`config.mk`:
```
export PLATFORM = sky130hd
export DESIGN_NAME = hazard_sequencer
export DESIGN_NICKNAME = d
export VERILOG_FILES = /design/src/rtl/hazard_sequencer.sv
export SDC_FILE = /design/constraint.sdc
export NUM_CORES = 1
export LEC_CHECK = 0
export BUFFER_PORTS_ARGS = -buffer_cell sky130_fd_sc_hd__buf_2
export CAP_MARGIN = 0
export CORE_UTILIZATION = 50
export DETAILED_ROUTE_END_ITERATION = 6
export HOLD_SLACK_MARGIN = 0.06
export PLACE_DENSITY = 0.86
export RECOVER_POWER = 25
export SLEW_MARGIN = 20
export SYNTH_ARGS = -nofsm -noshare
export SYNTH_HDL_FRONTEND = slang
export SYNTH_SLANG_ARGS = --single-unit
```
`constraint.sdc`:
```
create_clock -name clk -period 2.37 [get_ports clk]
set_input_delay 0 -clock clk [delete_from_list [all_inputs] [get_ports clk]]
set_output_delay 0 -clock clk [all_outputs]
set_load 0.02 [all_outputs]
```
`src/rtl/hazard_sequencer.sv`:
```
// Hazard controller for the LEGv8 5-stage pipeline: load-use bubbles, multi-cycle
// MUL occupancy stalls, taken-branch IF/ID flush and a saturating stall-cycle counter.
module hazard_sequencer #(
    parameter int MUL_LATENCY = 4,
    parameter int PERF_W      = 16
) (
    input  logic              clk,
    input  logic              reset,
    input  logic [4:0]        IFID_RegisterRn,
    input  logic [4:0]        IFID_RegisterRm,
    input  logic              IFID_uses_Rm,
    input  logic              IDEX_MemRead,
    input  logic [4:0]        IDEX_RegisterRd,
    input  logic              mul_start,
    input  logic              IF_Flush,
    output logic              PCWrite,
    output logic              IFID_Write,
    output logic              ctrl_bubble,
    output logic              IFID_Flush,
    output logic              mul_busy,
    output logic [PERF_W-1:0] stall_count
);

    localparam logic [0:0] IDLE     = 1'b0;
    localparam logic [0:0] MUL_BUSY = 1'b1;

    // Occupancy after the issue cycle is MUL_LATENCY-1 cycles; cnt counts down to 0.
    localparam bit         MUL_MULTI  = (MUL_LATENCY > 1);
    localparam int         RELOAD     = (MUL_LATENCY > 1) ? (MUL_LATENCY - 2) : 0;
    localparam logic [3:0] MUL_RELOAD = RELOAD[3:0];

    logic [0:0] state;
    logic [0:0] state_next;
    logic [3:0] cnt;
    logic [3:0] cnt_next;
    logic       load_use;

    // XZR (register 31) is never a real producer.
    assign load_use = IDEX_MemRead && (IDEX_RegisterRd != 5'd31) &&
                      ((IDEX_RegisterRd == IFID_RegisterRn) ||
                       (IFID_uses_Rm && (IDEX_RegisterRd == IFID_RegisterRm)));

    always_comb begin
        PCWrite     = 1'b1;
        IFID_Write  = 1'b1;
        ctrl_bubble = 1'b0;
        IFID_Flush  = 1'b0;
        mul_busy    = 1'b0;
        state_next  = state;
        cnt_next    = cnt;
        if (!reset) begin
            PCWrite     = 1'b0;
            IFID_Write  = 1'b0;
            ctrl_bubble = 1'b1;
            state_next  = IDLE;
            cnt_next    = 4'd0;
        end else begin
            case (state)
                IDLE: begin
                    if (load_use) begin
                        PCWrite     = 1'b0;
                        IFID_Write  = 1'b0;
                        ctrl_bubble = 1'b1;
                    end else if (mul_start) begin
                        IFID_Flush = IF_Flush;
                        if (MUL_MULTI) begin
                            state_next = MUL_BUSY;
                            cnt_next   = MUL_RELOAD;
                        end
                    end else begin
                        IFID_Flush = IF_Flush;
                    end
                end
                MUL_BUSY: begin
                    PCWrite     = 1'b0;
                    IFID_Write  = 1'b0;
                    ctrl_bubble = 1'b1;
                    mul_busy    = 1'b1;
                    if (cnt == 4'd0) begin
                        state_next = IDLE;
                    end else begin
                        cnt_next = cnt - 4'd1;
                    end
                end
                default: begin
                    state_next = IDLE;
                    cnt_next   = 4'd0;
                end
            endcase
        end
    end

    always_ff @(posedge clk or negedge reset) begin
        if (!reset) begin
            state <= IDLE;
            cnt   <= 4'd0;
        end else begin
            state <= state_next;
            cnt   <= cnt_next;
        end
    end

    always_ff @(posedge clk or negedge reset) begin
        if (!reset) begin
            stall_count <= '0;
        end else if (!PCWrite && (stall_count != {PERF_W{1'b1}})) begin
            stall_count <= stall_count + 1'b1;
        end
    end

endmodule

```
==> metrics.cfg, run 1 <==
[place]
gp_congestion = 0.8593
placed_area_um2 = 1540
dp_hpwl_um = 2243
port_buffers = 41

[clocking]
clock_latency_ns = 0.31
cts-resized-gates = 0
cts_tree = built
clock-root-buffer = clkbuf_4
postCtsSetupBuffers = 0
cts_max_path_buffers = 2
htree_num_levels = 1
numCtsBuffers = 3
cts_sinks = 21
cts.reportedPaths.clkPinSlew_ns = 0.11

[power_and_ir_drop]
p_int_w = 0.0006955
share_comb_of_total_power_pct = 39.3
p_per_area_nw_per_um2 = 749.4
power.leakage_nw = 0.7268
peakVddDrop_uv = 618.1
switching_share_pct = 41.50
clock_power_share_pct = 14.5
p_seq_share_pct = 46.3
p_sw_w = 0.0004933

[sta]
report.final.hold_viol_count = 0
skew_ns = 0.002923
tightestPinTransition_ns = 0.5825
maxSlewHeadroom_pct = 60.94
max_freq_ghz = 0.5064
finalSetupTns_ns = 0
period_share_pct = 83.33
finalSetupViolCount = 0
fin_crit_ns = 1.975
rsz0062_at_grt = no
drv_slew = 0

[yosys]
synth_edf_count = 0
synth_cell_types = 40
yosysSeqAreaShare_pct = 39.70
syn_avg_cell_area_um2 = 9.734
netlist_area_um2 = 1324
yosys_warnings = 0
syn_inst = 136
synth_top_flop_cell = dfrtp_1
ys_seq_elements = 21
async_flop_share_pct = 100.0
syn_nets = 160

[detailed_routing]
firstDrtPassIters = 4
post_drt_wl_per_cell_um = 13.68
viasPerCell = 5.403
drtIter0Drc = 23
wirelength_um = 2886
antenna_left = 0
route.detailed.drc = 0
vias = 1140

[cells_and_area]
area_delta_synth_final_pct = 19.85
diodes = 0
drive_above_1_share_pct = 30.39
postLayoutCellArea_um2 = 1587
final_nets = 206

[setup_path]
r2r_cells = 6
crit_chain = nand4_2, nor4_2, and4_1, buf_4, nor4_1, xor2_1
cp-startpoint = stall_count[8]
reg2reg_from = stall_count[8]
reg2reg_to = stall_count[8]
end_kind = flip-flop
reg2reg_slack_ns = 0.40
critPathArrivalTime_ns = 2.16
path_class = reg2reg
worstPathRequired_ns = 2.56
max_stage_delay_ns = 0.47
slowest_stage = dfrtp_1
crit_path_start_kind = flip-flop
cp_max_fo = 8

[global_routing]
grt_usage_pct = 23.93
grt_max_degree = 28
antenna_found_initial = 0
first_global_vias = 1149
grt_overflow = 0
grt_pass1_wl_um = 4871

[run]
maxCapViolations = 0

[floorplan]
core-area_um2 = 2500
die-area_um2 = 2857
initial_core_util_pct = 52.95
die_h_um = 53.46
row_count = 18
pin_count = 42
die_x_um = 53.46

[hold_path]
hp-class = in2async

[status]
outcome = completed

cell families (layout without fill, tap and decap cells):
family          count (synthesis)  after routing  synth area share [%]
fa+ha+maj                       3              3                 2.836
buf+inv                        10             55                 5.104
simple gates                   58             58                 24.39
xor+xnor                       25             25                 16.54
compound gates                 17             17                 9.453
mux                             2              2                 1.984
flops                          21             21                 39.70
per-layer routing:
layer / up-vias / GRT usage [%] / routed length [um]
met3: 9 / 4.023 / 128
met2: 45 / 40.42 / 1484
li1: 564 / - / -
met5: - / 0 / 0
met4: 0 / 12.72 / 76
met1: 522 / 28.52 / 1196
how the worst max path moves through the flow:
stage	depth (start not counted)	endpoint	slack, ns
2_1_floorplan	8	stall_count[6]	0.56
3_3_place_gp	6	stall_count[8]	0.54
3_5_place_dp	6	stall_count[8]	0.44
4_1_cts	6	stall_count[8]	0.41
5_1_grt	6	stall_count[8]	0.27
6_report	6	stall_count[8]	0.40
placed cells by master, fill, tap and decap left out, drive strengths merged, types with 4 or more instances in the layout:
| master | synthesis | layout |
|---|---|---|
| nor3 | 7 | 7 |
| inv | 5 | 5 |
| nand2 | 16 | 16 |
| dfrtp | 21 | 21 |
| xnor2 | 12 | 12 |
| nand4 | 4 | 4 |
| clkbuf | 1 | 4 |
| nor2 | 7 | 7 |
| nand3 | 6 | 6 |
| nor4 | 6 | 6 |
| a21boi | 5 | 5 |
| xor2 | 13 | 13 |
| buf | 4 | 43 |
critical path: cells and delay by family (launching register included):
kind          cells  cell delay, ns
xor+xnor          1            0.17
buf+inv           1            0.21
flops             1            0.47
simple gates      4            0.99
registers in the layout, indices dropped and copies added (netlist names):
| register | flops |
|---|---|
| cnt | 4 |
| state | 1 |
| stall_count | 16 |
power by group through the flow:
stage | clock, W | combinational [W] | sequential, W
detailed placement | 0 | 0.000466 | 0.000556
CTS | 0.000179 | 0.000471 | 0.000550
floorplan | 0 | 0.000221 | 0.000629
global placement | 0 | 0.000456 | 0.000545
finish | 0.000172 | 0.000467 | 0.000550
global route | 0.000196 | 0.000514 | 0.000567
timing repair:
item | in CTS | in global routing
hold buffers | 2 | 0
endpoints found under the setup margin | 0 | 0
endpoints found under the hold margin | 22 | 0
layout make-up:
cell class,instances,area [um^2]
Inverter,5,18.77
Timing Repair Buffer,46,246.5
Sequential cell,21,525.5
Multi-Input combinational cell,105,730.7
Clock buffer,3,22.52
Tap cell,30,37.54
Fill cell,205,913.4
Clock inverter,1,5.005
cells in the mapped netlist, types with 3 or more instances:
cell type	instances	area, um^2
xnor2_1	12	105.1
nor3_1	7	35.03
a21boi_0	3	22.52
nand3_1	6	30.03
inv_1	5	18.77
dfrtp_1	21	525.5
nor4_1	4	25.02
xor2_1	13	113.9
nand2_1	16	60.06
nor2_1	6	22.52
nand4_1	3	18.77
ha_1	3	37.54
nand3b_1	3	22.52
metrics by stage:
step	setup WS, ns	std cells	total power, W	util [%]	hold WS [ns]
5_1_grt	0.2707	211	0.001277	63.46	0.2629
2_1_floorplan	0.5640	136	0.0008496	-	-0.2956
3_5_place_dp	0.4374	205	0.001022	61.61	0.01909
4_1_cts	0.4050	211	0.001200	63.51	0.2145
6_report	0.3952	211	0.001189	63.46	0.2261
3_3_place_gp	0.5370	205	0.001001	61.61	0.01531
Note: power is estimated with default switching activity, not from simulation.
==> run 2: changes to the inputs <==
==> constraint.sdc (replaced) <==
create_clock -name clk -period 1.83 [get_ports clk]
set_input_delay 0 -clock clk [delete_from_list [all_inputs] [get_ports clk]]
set_output_delay 0 -clock clk [all_outputs]
set_load 0.02 [all_outputs]
==> run 2 against run 1 <==
  * Sequential power increased by 23%
  * Clock skew increased by 0.0031 ns
  * Sequential share of layout area decreased by 2.1 points
  * Final cell count increased by 5.2%
  * Register-to-register slack got worse by 0.30 ns
  * Via count increased by 6.0%
  * Routed wire length increased by 5.8%
  * Global-route usage decreased by 1.3 points
  * Clock-buffer cell count increased by 1
  * Largest power group is now combinational logic
  * Non-clock buffer count increased by 11
==> metrics.cfg, run 2 (synthesis gave the netlist of run 1 again) <==
[status]
outcome = completed

[cells_and_area]
top_regs = stall_count x16, cnt x4, state x1
diodes = 0
layout_common_cells = buf_2 (40), dfrtp_1 (21), nand2_1 (16)
area_delta_synth_final_pct = 28.17
largest_reg_flops = 16
utilization_pct = 67.87
drive_above_1_share_pct = 35.42
final_nets = 217
regMostFlops = stall_count
final_common_cell = buf_2
instances_no_fill = 222

[sta]
report.final.hold_viol_count = 0
period_share_pct = 94.92
drv_slew = 0
skew_ns = 0.005992
tightestPinTransition_ns = 0.5178
finalSetupViolCount = 0
max_freq_ghz = 0.5757
maxSlewHeadroom_pct = 65.40
fin_crit_ns = 1.737

[global_routing]
grt_usage_pct = 22.66
grt_overflow = 0
grt_pass1_wl_um = 4719
first_global_vias = 1137
grt_max_degree = 28
antenna_found_initial = 0

[setup_path]
reg2reg_slack_ns = 0.09
reg2reg_from = stall_count[10]
end_kind = flip-flop
worstPathRequired_ns = 2.03
path_class = reg2reg
cp_max_fo = 8
reg2reg_to = stall_count[10]
r2r_cells = 6
crit_path_start_kind = flip-flop
critPathArrivalTime_ns = 1.93

[detailed_routing]
vias = 1208
drtIter0Drc = 27
firstDrtPassIters = 4
post_drt_wl_per_cell_um = 13.76
viasPerCell = 5.441
antenna_left = 0
wirelength_um = 3054
route.detailed.drc = 0

[hold_path]
holdPathStages = 5
hp-class = in2reg
hold_end = stall_count[6]
hold_start = IDEX_MemRead

[place]
gp_congestion = 0.8516
port_buffers = 41
place_inst = 211
dp_hpwl_um = 2158

[floorplan]
die_x_um = 53.46
die-area_um2 = 2857
die_h_um = 53.46
pin_count = 42
row_count = 18
core-area_um2 = 2500
initial_core_util_pct = 52.95

[clocking]
cts_sinks = 21
cts_max_path_buffers = 2
htree_num_levels = 1
clock_latency_ns = 0.32
numCtsBuffers = 3
clock-root-buffer = clkbuf_4
cts.reportedPaths.clkPinSlew_ns = 0.12
cts_tree = built

[power_and_ir_drop]
p_per_area_nw_per_um2 = 978.4
power.leakage_nw = 0.7911
peakVddDrop_uv = 836.3

[run]
maxCapViolations = 0

==> run 2: cell types whose count changed in the layout (fill, tap and decap cells not counted), sizes merged <==
cell / delta
buf: +11
clkbuf: +1
clkinv: -1
==> run 2: cell type report <==
class                      instances  area (um^2)
clock buffer                       4        26.28
fill                             190        803.3
inverter                           5        18.77
multi-input combinational        105        759.5
sequential                        21        525.5
tap                               30        37.54
timing repair buffer              57        329.1
==> run 2: critical path: stages, from the launching register on <==
cell	delay, ns
dfrtp_1	0.45
nand4_4	0.14
nor4_4	0.31
and4_4	0.31
buf_4	0.18
nor3_1	0.07
xor2_1	0.16
==> run 2: metal layers <==
metal	up-vias	GRT usage, %	share of wire, %
met5	-	0	0
met3	6	6.034	3.0
met1	593	27.11	43
met2	21	38.33	52
met4	0	8.333	1.7
li1	588	-	-
==> run 2: worst max path at each step <==
stage                 endpoint  slack (ns)            start  cells past startpoint
3_3_place_gp   stall_count[11]        0.12   stall_count[6]                      6
2_1_floorplan   stall_count[6]        0.02   stall_count[8]                      8
5_1_grt         stall_count[6]       -0.02  stall_count[10]                      7
4_1_cts        stall_count[12]        0.02   stall_count[6]                      6
3_5_place_dp   stall_count[12]        0.04  stall_count[10]                      6
6_report       stall_count[10]        0.09  stall_count[10]                      6
==> run 2: metrics by stage <==
| stage | instance area (um^2) | TNS, ns | power [W] | worst slack, ns | hold slack, ns |
|---|---|---|---|---|---|
| after floorplan | 1324 | 0 | 0.001100 | 0.02401 | -0.2956 |
| after global placement | 1585 | 0 | 0.001337 | 0.1162 | 0.01236 |
| after detailed placement | 1585 | 0 | 0.001366 | 0.04290 | 0.02030 |
| after CTS | 1632 | 0 | 0.001599 | 0.02481 | 0.2056 |
| after global routing | 1697 | -0.03007 | 0.001763 | -0.02189 | 0.2890 |
| final | 1697 | 0 | 0.001660 | 0.09290 | 0.2084 |
==> run 2: power breakdown <==
part | internal (W) | switching (W) | leakage, nW
Sequential | 0.000570 | 0.000109 | 0.260
Combinational | 0.000327 | 0.000417 | 0.516
Clock | 0.0000853 | 0.000152 | 0.0150
Total | 0.000982 | 0.000678 | 0.791
==> run 2: repair_timing <==
item	4_1_cts	5_1_grt
setup endpoints to repair	0	11
resized for setup	0	6
endpoints found under the hold margin	22	0
hold buffers	2	0
buffers inserted	0	5
